**src/rtl/cache_lookup_ctrl_pkg.sv**
```systemverilog
// Shared definitions for the multi-level cache lookup controller.
// Holds the controller state encoding, the response level codes, the
// fill-strobe masks used when promoting a line into the upper levels,
// and the saturating increment used by the hit counters.
package cache_lookup_ctrl_pkg;

    // Controller states
    typedef enum logic [2:0] {
        ST_IDLE     = 3'd0,
        ST_PROBE    = 3'd1,
        ST_EVAL     = 3'd2,
        ST_MEM_WAIT = 3'd3,
        ST_FILL     = 3'd4,
        ST_RESP     = 3'd5
    } state_e;

    // Response level codes (also index the hit counters)
    localparam logic [1:0] LVL_L1  = 2'd0;
    localparam logic [1:0] LVL_L2  = 2'd1;
    localparam logic [1:0] LVL_L3  = 2'd2;
    localparam logic [1:0] LVL_MEM = 2'd3;

    // Fill strobes: bit0=L1, bit1=L2, bit2=L3
    localparam logic [2:0] FILL_NONE   = 3'b000;
    localparam logic [2:0] FILL_L2_HIT = 3'b001;
    localparam logic [2:0] FILL_L3_HIT = 3'b011;
    localparam logic [2:0] FILL_MEM    = 3'b111;

    localparam logic [15:0] CNT_MAX = 16'hFFFF;

    // Increment that sticks at the maximum instead of wrapping
    function automatic logic [15:0] sat_inc16(input logic [15:0] value);
        logic [15:0] result;
        if (value == CNT_MAX) begin
            result = value;
        end else begin
            result = value + 16'd1;
        end
        return result;
    endfunction

endpackage

```
**src/rtl/cache_lookup_ctrl_sat_counter16.sv**
```systemverilog
// 16-bit saturating event counter.
// Ports:
//   clk   - clock
//   rst_n - asynchronous active-low reset (clears count)
//   srst  - synchronous clear
//   inc   - count one event this cycle
//   count - current value, holds at 16'hFFFF once reached
module sat_counter16
    import cache_lookup_ctrl_pkg::*;
(
    input  logic        clk,
    input  logic        rst_n,
    input  logic        srst,
    input  logic        inc,
    output logic [15:0] count
);

    logic [15:0] cnt_r;

    // Counter register with saturation
    always_ff @(posedge clk or negedge rst_n) begin
        if (!rst_n) begin
            cnt_r <= 16'd0;
        end else if (srst) begin
            cnt_r <= 16'd0;
        end else if (inc) begin
            cnt_r <= sat_inc16(cnt_r);
        end
    end

    assign count = cnt_r;

endmodule

```
**src/rtl/cache_lookup_ctrl.sv**
```systemverilog
// Lookup controller for a three-level cache hierarchy backed by memory.
// A request is probed against L1/L2/L3 in parallel; the highest-priority
// hit answers (promoting the line upward on L2/L3 hits), a full miss is
// fetched from memory with a bounded wait, and each successful response
// is counted per level.
// Ports:
//   clk, rst_n                      - clock, async active-low reset
//   req_valid/req_ready/req_addr    - request handshake
//   rsp_valid/rsp_data/rsp_level/rsp_err - one-cycle response
//   lookup_en/lookup_addr           - probe to all cache levels
//   l1/l2/l3_hit, l1/l2/l3_data     - level results, valid the cycle after the probe
//   fill_en/fill_data               - line promotion strobes
//   mem_req/mem_ack/mem_data        - backing memory handshake
//   busy                            - transaction in flight
//   hit_cnt                         - {mem, L3, L2, L1} 16-bit saturating hit counts
module cache_lookup_ctrl #(
    parameter int ADDR_W      = 32,
    parameter int WORD_W      = 32,
    parameter int MEM_TIMEOUT = 255
) (
    input  logic              clk,
    input  logic              rst_n,
    input  logic              req_valid,
    output logic              req_ready,
    input  logic [ADDR_W-1:0] req_addr,
    output logic              rsp_valid,
    output logic [WORD_W-1:0] rsp_data,
    output logic [1:0]        rsp_level,
    output logic              rsp_err,
    output logic              lookup_en,
    output logic [ADDR_W-1:0] lookup_addr,
    input  logic              l1_hit,
    input  logic              l2_hit,
    input  logic              l3_hit,
    input  logic [WORD_W-1:0] l1_data,
    input  logic [WORD_W-1:0] l2_data,
    input  logic [WORD_W-1:0] l3_data,
    output logic [2:0]        fill_en,
    output logic [WORD_W-1:0] fill_data,
    output logic              mem_req,
    input  logic              mem_ack,
    input  logic [WORD_W-1:0] mem_data,
    output logic              busy,
    output logic [63:0]       hit_cnt
);
    import cache_lookup_ctrl_pkg::*;

    // Wait count value of the last MEM_WAIT cycle allowed before giving up
    localparam logic [7:0] TIMEOUT_LAST = 8'(MEM_TIMEOUT - 1);

    state_e              state_r;
    state_e              next_s;
    logic [ADDR_W-1:0]   addr_r;
    logic [1:0]          lvl_r;
    logic [7:0]          wait_cnt_r;
    logic                ready_r;
    logic                busy_r;
    logic                lookup_en_r;
    logic                mem_req_r;
    logic [2:0]          fill_en_r;
    logic [WORD_W-1:0]   fill_data_r;
    logic                rsp_valid_r;
    logic [WORD_W-1:0]   rsp_data_r;
    logic [1:0]          rsp_level_r;
    logic                rsp_err_r;

    logic [2:0]          fill_mask_s;
    logic [WORD_W-1:0]   cap_data_s;
    logic [1:0]          cap_lvl_s;
    logic                cap_err_s;
    logic [7:0]          wait_cnt_nxt_s;
    logic [3:0]          cnt_inc_s;
    logic [15:0]         cnt_l1_s;
    logic [15:0]         cnt_l2_s;
    logic [15:0]         cnt_l3_s;
    logic [15:0]         cnt_mem_s;

    // Next-state decode plus the data/level/error to capture on the transition.
    // cap_data_s defaults to the staged fill word so FILL hands it to RESP.
    always_comb begin
        next_s         = state_r;
        fill_mask_s    = FILL_NONE;
        cap_data_s     = fill_data_r;
        cap_lvl_s      = lvl_r;
        cap_err_s      = 1'b0;
        wait_cnt_nxt_s = wait_cnt_r;
        case (state_r)
            ST_IDLE: begin
                if (req_valid && ready_r) begin
                    next_s = ST_PROBE;
                end else begin
                    next_s = ST_IDLE;
                end
            end
            ST_PROBE: begin
                next_s = ST_EVAL;
            end
            ST_EVAL: begin
                wait_cnt_nxt_s = 8'd0;
                if (l1_hit) begin
                    next_s     = ST_RESP;
                    cap_data_s = l1_data;
                    cap_lvl_s  = LVL_L1;
                end else if (l2_hit) begin
                    next_s      = ST_FILL;
                    fill_mask_s = FILL_L2_HIT;
                    cap_data_s  = l2_data;
                    cap_lvl_s   = LVL_L2;
                end else if (l3_hit) begin
                    next_s      = ST_FILL;
                    fill_mask_s = FILL_L3_HIT;
                    cap_data_s  = l3_data;
                    cap_lvl_s   = LVL_L3;
                end else begin
                    next_s    = ST_MEM_WAIT;
                    cap_lvl_s = LVL_MEM;
                end
            end
            ST_MEM_WAIT: begin
                // An ack in the final allowed cycle still wins over the timeout
                if (mem_ack) begin
                    next_s      = ST_FILL;
                    fill_mask_s = FILL_MEM;
                    cap_data_s  = mem_data;
                    cap_lvl_s   = LVL_MEM;
                end else if (wait_cnt_r == TIMEOUT_LAST) begin
                    next_s         = ST_RESP;
                    cap_data_s     = '0;
                    cap_lvl_s      = LVL_MEM;
                    cap_err_s      = 1'b1;
                    wait_cnt_nxt_s = wait_cnt_r + 8'd1;
                end else begin
                    next_s         = ST_MEM_WAIT;
                    wait_cnt_nxt_s = wait_cnt_r + 8'd1;
                end
            end
            ST_FILL: begin
                next_s = ST_RESP;
            end
            ST_RESP: begin
                next_s = ST_IDLE;
            end
            default: begin
                next_s = ST_IDLE;
            end
        endcase
    end

    // State and registered outputs; strobes are decoded from the next state
    // so each one is high for exactly the cycle spent in its state.
    always_ff @(posedge clk or negedge rst_n) begin
        if (!rst_n) begin
            state_r     <= ST_IDLE;
            addr_r      <= '0;
            lvl_r       <= LVL_L1;
            wait_cnt_r  <= 8'd0;
            ready_r     <= 1'b1;
            busy_r      <= 1'b0;
            lookup_en_r <= 1'b0;
            mem_req_r   <= 1'b0;
            fill_en_r   <= FILL_NONE;
            fill_data_r <= '0;
            rsp_valid_r <= 1'b0;
            rsp_data_r  <= '0;
            rsp_level_r <= LVL_L1;
            rsp_err_r   <= 1'b0;
        end else begin
            state_r     <= next_s;
            lvl_r       <= cap_lvl_s;
            wait_cnt_r  <= wait_cnt_nxt_s;
            ready_r     <= (next_s == ST_IDLE);
            busy_r      <= (next_s != ST_IDLE);
            lookup_en_r <= (next_s == ST_PROBE);
            mem_req_r   <= (next_s == ST_MEM_WAIT);
            rsp_valid_r <= (next_s == ST_RESP);
            fill_en_r   <= (next_s == ST_FILL) ? fill_mask_s : FILL_NONE;
            if ((state_r == ST_IDLE) && req_valid && ready_r) begin
                addr_r <= req_addr;
            end
            if (next_s == ST_FILL) begin
                fill_data_r <= cap_data_s;
            end
            if (next_s == ST_RESP) begin
                rsp_data_r  <= cap_data_s;
                rsp_level_r <= cap_lvl_s;
                rsp_err_r   <= cap_err_s;
            end else begin
                rsp_err_r   <= 1'b0;
            end
        end
    end

    // Count successful responses per level during the RESP cycle
    always_comb begin
        cnt_inc_s = 4'b0000;
        if (rsp_valid_r && !rsp_err_r) begin
            cnt_inc_s[0] = (rsp_level_r == LVL_L1);
            cnt_inc_s[1] = (rsp_level_r == LVL_L2);
            cnt_inc_s[2] = (rsp_level_r == LVL_L3);
            cnt_inc_s[3] = (rsp_level_r == LVL_MEM);
        end else begin
            cnt_inc_s = 4'b0000;
        end
    end

    sat_counter16 u_cnt_l1 (
        .clk(clk), .rst_n(rst_n), .srst(1'b0), .inc(cnt_inc_s[0]), .count(cnt_l1_s)
    );
    sat_counter16 u_cnt_l2 (
        .clk(clk), .rst_n(rst_n), .srst(1'b0), .inc(cnt_inc_s[1]), .count(cnt_l2_s)
    );
    sat_counter16 u_cnt_l3 (
        .clk(clk), .rst_n(rst_n), .srst(1'b0), .inc(cnt_inc_s[2]), .count(cnt_l3_s)
    );
    sat_counter16 u_cnt_mem (
        .clk(clk), .rst_n(rst_n), .srst(1'b0), .inc(cnt_inc_s[3]), .count(cnt_mem_s)
    );

    assign req_ready   = ready_r;
    assign busy        = busy_r;
    assign lookup_en   = lookup_en_r;
    assign lookup_addr = addr_r;
    assign mem_req     = mem_req_r;
    assign fill_en     = fill_en_r;
    assign fill_data   = fill_data_r;
    assign rsp_valid   = rsp_valid_r;
    assign rsp_data    = rsp_data_r;
    assign rsp_level   = rsp_level_r;
    assign rsp_err     = rsp_err_r;
    assign hit_cnt     = {cnt_mem_s, cnt_l3_s, cnt_l2_s, cnt_l1_s};

endmodule
```
**config.mk**
```make
export PLATFORM = sky130hd
export DESIGN_NAME = cache_lookup_ctrl
export DESIGN_NICKNAME = d
export VERILOG_FILES = /design/src/rtl/cache_lookup_ctrl_pkg.sv /design/src/rtl/cache_lookup_ctrl_sat_counter16.sv /design/src/rtl/cache_lookup_ctrl.sv
export SDC_FILE = /design/constraint.sdc
export NUM_CORES = 1
export LEC_CHECK = 0
export CAP_MARGIN = 20
export CELL_PAD_IN_SITES_DETAIL_PLACEMENT = 2
export CELL_PAD_IN_SITES_GLOBAL_PLACEMENT = 2
export CORE_ASPECT_RATIO = 1.1
export CORE_UTILIZATION = 41
export DETAILED_ROUTE_END_ITERATION = 6
export DONT_BUFFER_PORTS = 1
export PLACE_DENSITY_LB_ADDON = 0.08
export SLEW_MARGIN = 20
export SYNTH_ARGS = -nofsm -noshare
export SYNTH_HDL_FRONTEND = slang
export SYNTH_SLANG_ARGS = --single-unit
```
**constraint.sdc**
```tcl
create_clock -name clk -period 5.1 [get_ports clk]
set_input_delay 0.255 -clock clk [delete_from_list [all_inputs] [get_ports clk]]
set_output_delay 0.255 -clock clk [all_outputs]
set_load 0.005 [all_outputs]
```
==> out/results.txt <==
cells after synthesis: 821
Fill cells: 2100
Worst path slowest cell: dfrtp_1
Clk Latency, worst-skew pair: 0.43 ns
Final ANT Viol Nets: 0
slowest stage delay, CP: 0.54 ns
MaxCap Viol Count: 0
Ys Warns: 0
sequential area share after synthesis: 52.7%
Worst VDD drop: 246 uV
CTS buffer count: 17
Multi-input gate area: 3930 um^2
area of the core: 20700 um^2
Tot GR Track Use: 27.6%
cell with the most instances after synthesis: dfrtp_1
Post-synth EDFFs: 0
clock-pin slew on the worst setup and hold paths: 0.08 ns
clk buf depth: 2
First-pass DRT Iterations: 5
synth top area cells: dfrtp_1 52%, mux2_2 5.9%, nand2_1 4.5%
setup TNS: 0 ns
Crit path max-delay family: compound AO/OA/AOI/OAI gates
vias per cell: 6.01
Die X: 141 um
Die Ht: 155 um
RePlAce Congestion: 0.826
type of origin of the critical path: flop
Final Cycle Share: 59.2%
Final Slew Violations: 0
WL final: 29800 um
Yosys cell types: 59
clk sink count: 184
Leakage: 0.00420 uW
postcts setup bufs: 0
register area: 4610 um^2
layout cells sized above 1: 11.6%
via count: 6847
initial antenna violation count: 7
die area: 21900 um^2
Initial Utilization: 42.2%
fin crit period: 3.02 ns
largest area contributor in the netlist: dfrtp_1
final hold viol count: 0
nets: 1010
CTS HTree Levels: 4
total global routing overflow: 0
Critical Path Most Common Cell: buf_4
met2 GRT Util: 49.5%
first-pass GRT wire length: 45300 um
Net Count, Synth: 994
Initial DRC Count: 348
IO Count: 338
Slew @ Worst Pin: 1.03 ns
largest net degree at the start of global routing: 185
Worst EP arrival: 3.33 ns
Yosys top cell area share: 52.4%
status: completed
Slew headroom: 30.8%
DRC: 0
worst hold path type: in -> reg
syn_area_per_cell: 10.7 um^2
via count of the first global-routing pass: 7670
worst-path cell chain: and4b_1 -> buf_4 -> a211o_1 -> o2bb2ai_4 -> buf_4 -> inv_2 -> mux2_1
Root Driver: clkbuf_16
drt wl/cell: 26.2 um
RSZ-0062 raised after global routing: no
row cnt: 55
Post-CTS Resized: 0
post-synthesis register bit count: 184
grt met1 use: 30.6%
Syn-to-layout area delta: 13.6%
most used routing layer: met2
Mapped Area: 8750 um^2
Max Clock Freq: 0.331 GHz
synth cell count leaders: 183 x dfrtp_1, 104 x nand2_1, 75 x o21ai_0
met3 Use GR: 7.39%
Crit Path Max Fanout: 39
Post-synth ARST share: 100%
Synth Flop Type: dfrtp_1
I/O Buffers: 0
kind of critical path: reg -> reg
HPWL Detailed: 20700 um
Setup Skew: 0.0184 ns
endpoints failing setup: 0
Critical Path End Type: flop
Hold Slack: 0.0463 ns
final core occ: 48.0%
CTS tree: built
Pwr Density: 482 nW/um^2
CP bufs+invs: 3
worst path required time: 5.41 ns
## through the flow
stage	setup WS (ns)	cell area, um^2	cells	total power (uW)
global route	1.91	9940	1140	5060
global placement	2.25	8990	1068	3330
floorplan	3.13	8750	821	3010
detailed placement	2.07	8990	1068	3450
finish	2.08	9940	1140	4790
CTS	2.04	9920	1135	4820
## placed cells by master, fill, tap and decap left out, drive strengths merged, types with 3 or more instances in the layout
master / instances
dfrtp: 183
nand2: 104
o21ai: 78
mux2: 48
nand2b: 37
nor2: 34
dlygate4sd3: 34
xnor2: 30
a221o: 30
a21boi: 26
nand3: 25
a32oi: 25
xor2: 24
inv: 20
clkbuf: 19
nand4: 16
a21oi: 14
nor3: 13
and3: 8
buf: 8
and4: 7
a32o: 6
ha: 6
nor4: 6
diode: 5
or3: 5
nor2b: 4
o211ai: 4
clkinvlp: 3
## cells by family after synthesis
logic type                 after synthesis  synth area share, %
AOI/OAI and AO/OA                      197                 15.9
xor gates and xnor gates                54                 5.41
adders and majority gates                6                0.858
buffers and inverters                   57                 2.87
DFF                                    184                 52.7
muxes                                   50                 6.41
and+or+nand+nor                        273                 15.9
## power breakdown
group	total (uW)	leakage [uW]	internal (uW)	switching [uW]
Combinational	1160	0.00148	474	683
Clock	1300	0.000272	663	641
Sequential	2330	0.00245	1840	488
Total	4790	0.00420	2980	1810
## cell type report
type,count,share of cell area [%]
Clock buffer,19,4.46
Clock inverter,13,1.28
Multi-Input combinational cell,580,39.5
Antenna cell,5,0.126
Tap cell,285,3.59
Inverter,12,0.453
Sequential cell,184,46.3
Timing Repair Buffer,42,4.23
## final timing paths
kind,slack [ns],startpoint,cells past startpoint,to
min in group asynchronous,0.52,rst_n,2,u_cnt_l3.count[11]
worst min register to register,0.50,wait_cnt_r[7],1,wait_cnt_r[7]
max in group asynchronous,3.88,rst_n,2,rsp_data[29]
worst max register to register,2.08,state_r[0],7,rsp_level[1]
worst min-delay path,0.05,mem_data[23],2,fill_data[23]
worst max-delay path,2.08,state_r[0],7,rsp_level[1]
## routing by layer
metal,wire length (um),up-vias
li1,-,3006
met1,11300,3523
met2,15500,260
met3,2000,54
met4,1020,4
met5,27,-
## flip-flops by register name (all words and copies together), names as in the netlist, 8 cells and up
| register | flops |
|---|---|
| u_cnt_mem.count | 16 |
| lookup_addr | 32 |
| u_cnt_l1.count | 16 |
| rsp_data | 32 |
| wait_cnt_r | 8 |
| u_cnt_l2.count | 16 |
| fill_data | 32 |
| u_cnt_l3.count | 16 |
## what timing repair did
item                       in CTS  in global routing
hold endpoints to repair      217                  0
setup endpoints to repair       0                  0
hold buffers                   35                  0
(Power assumes the default switching activity.)
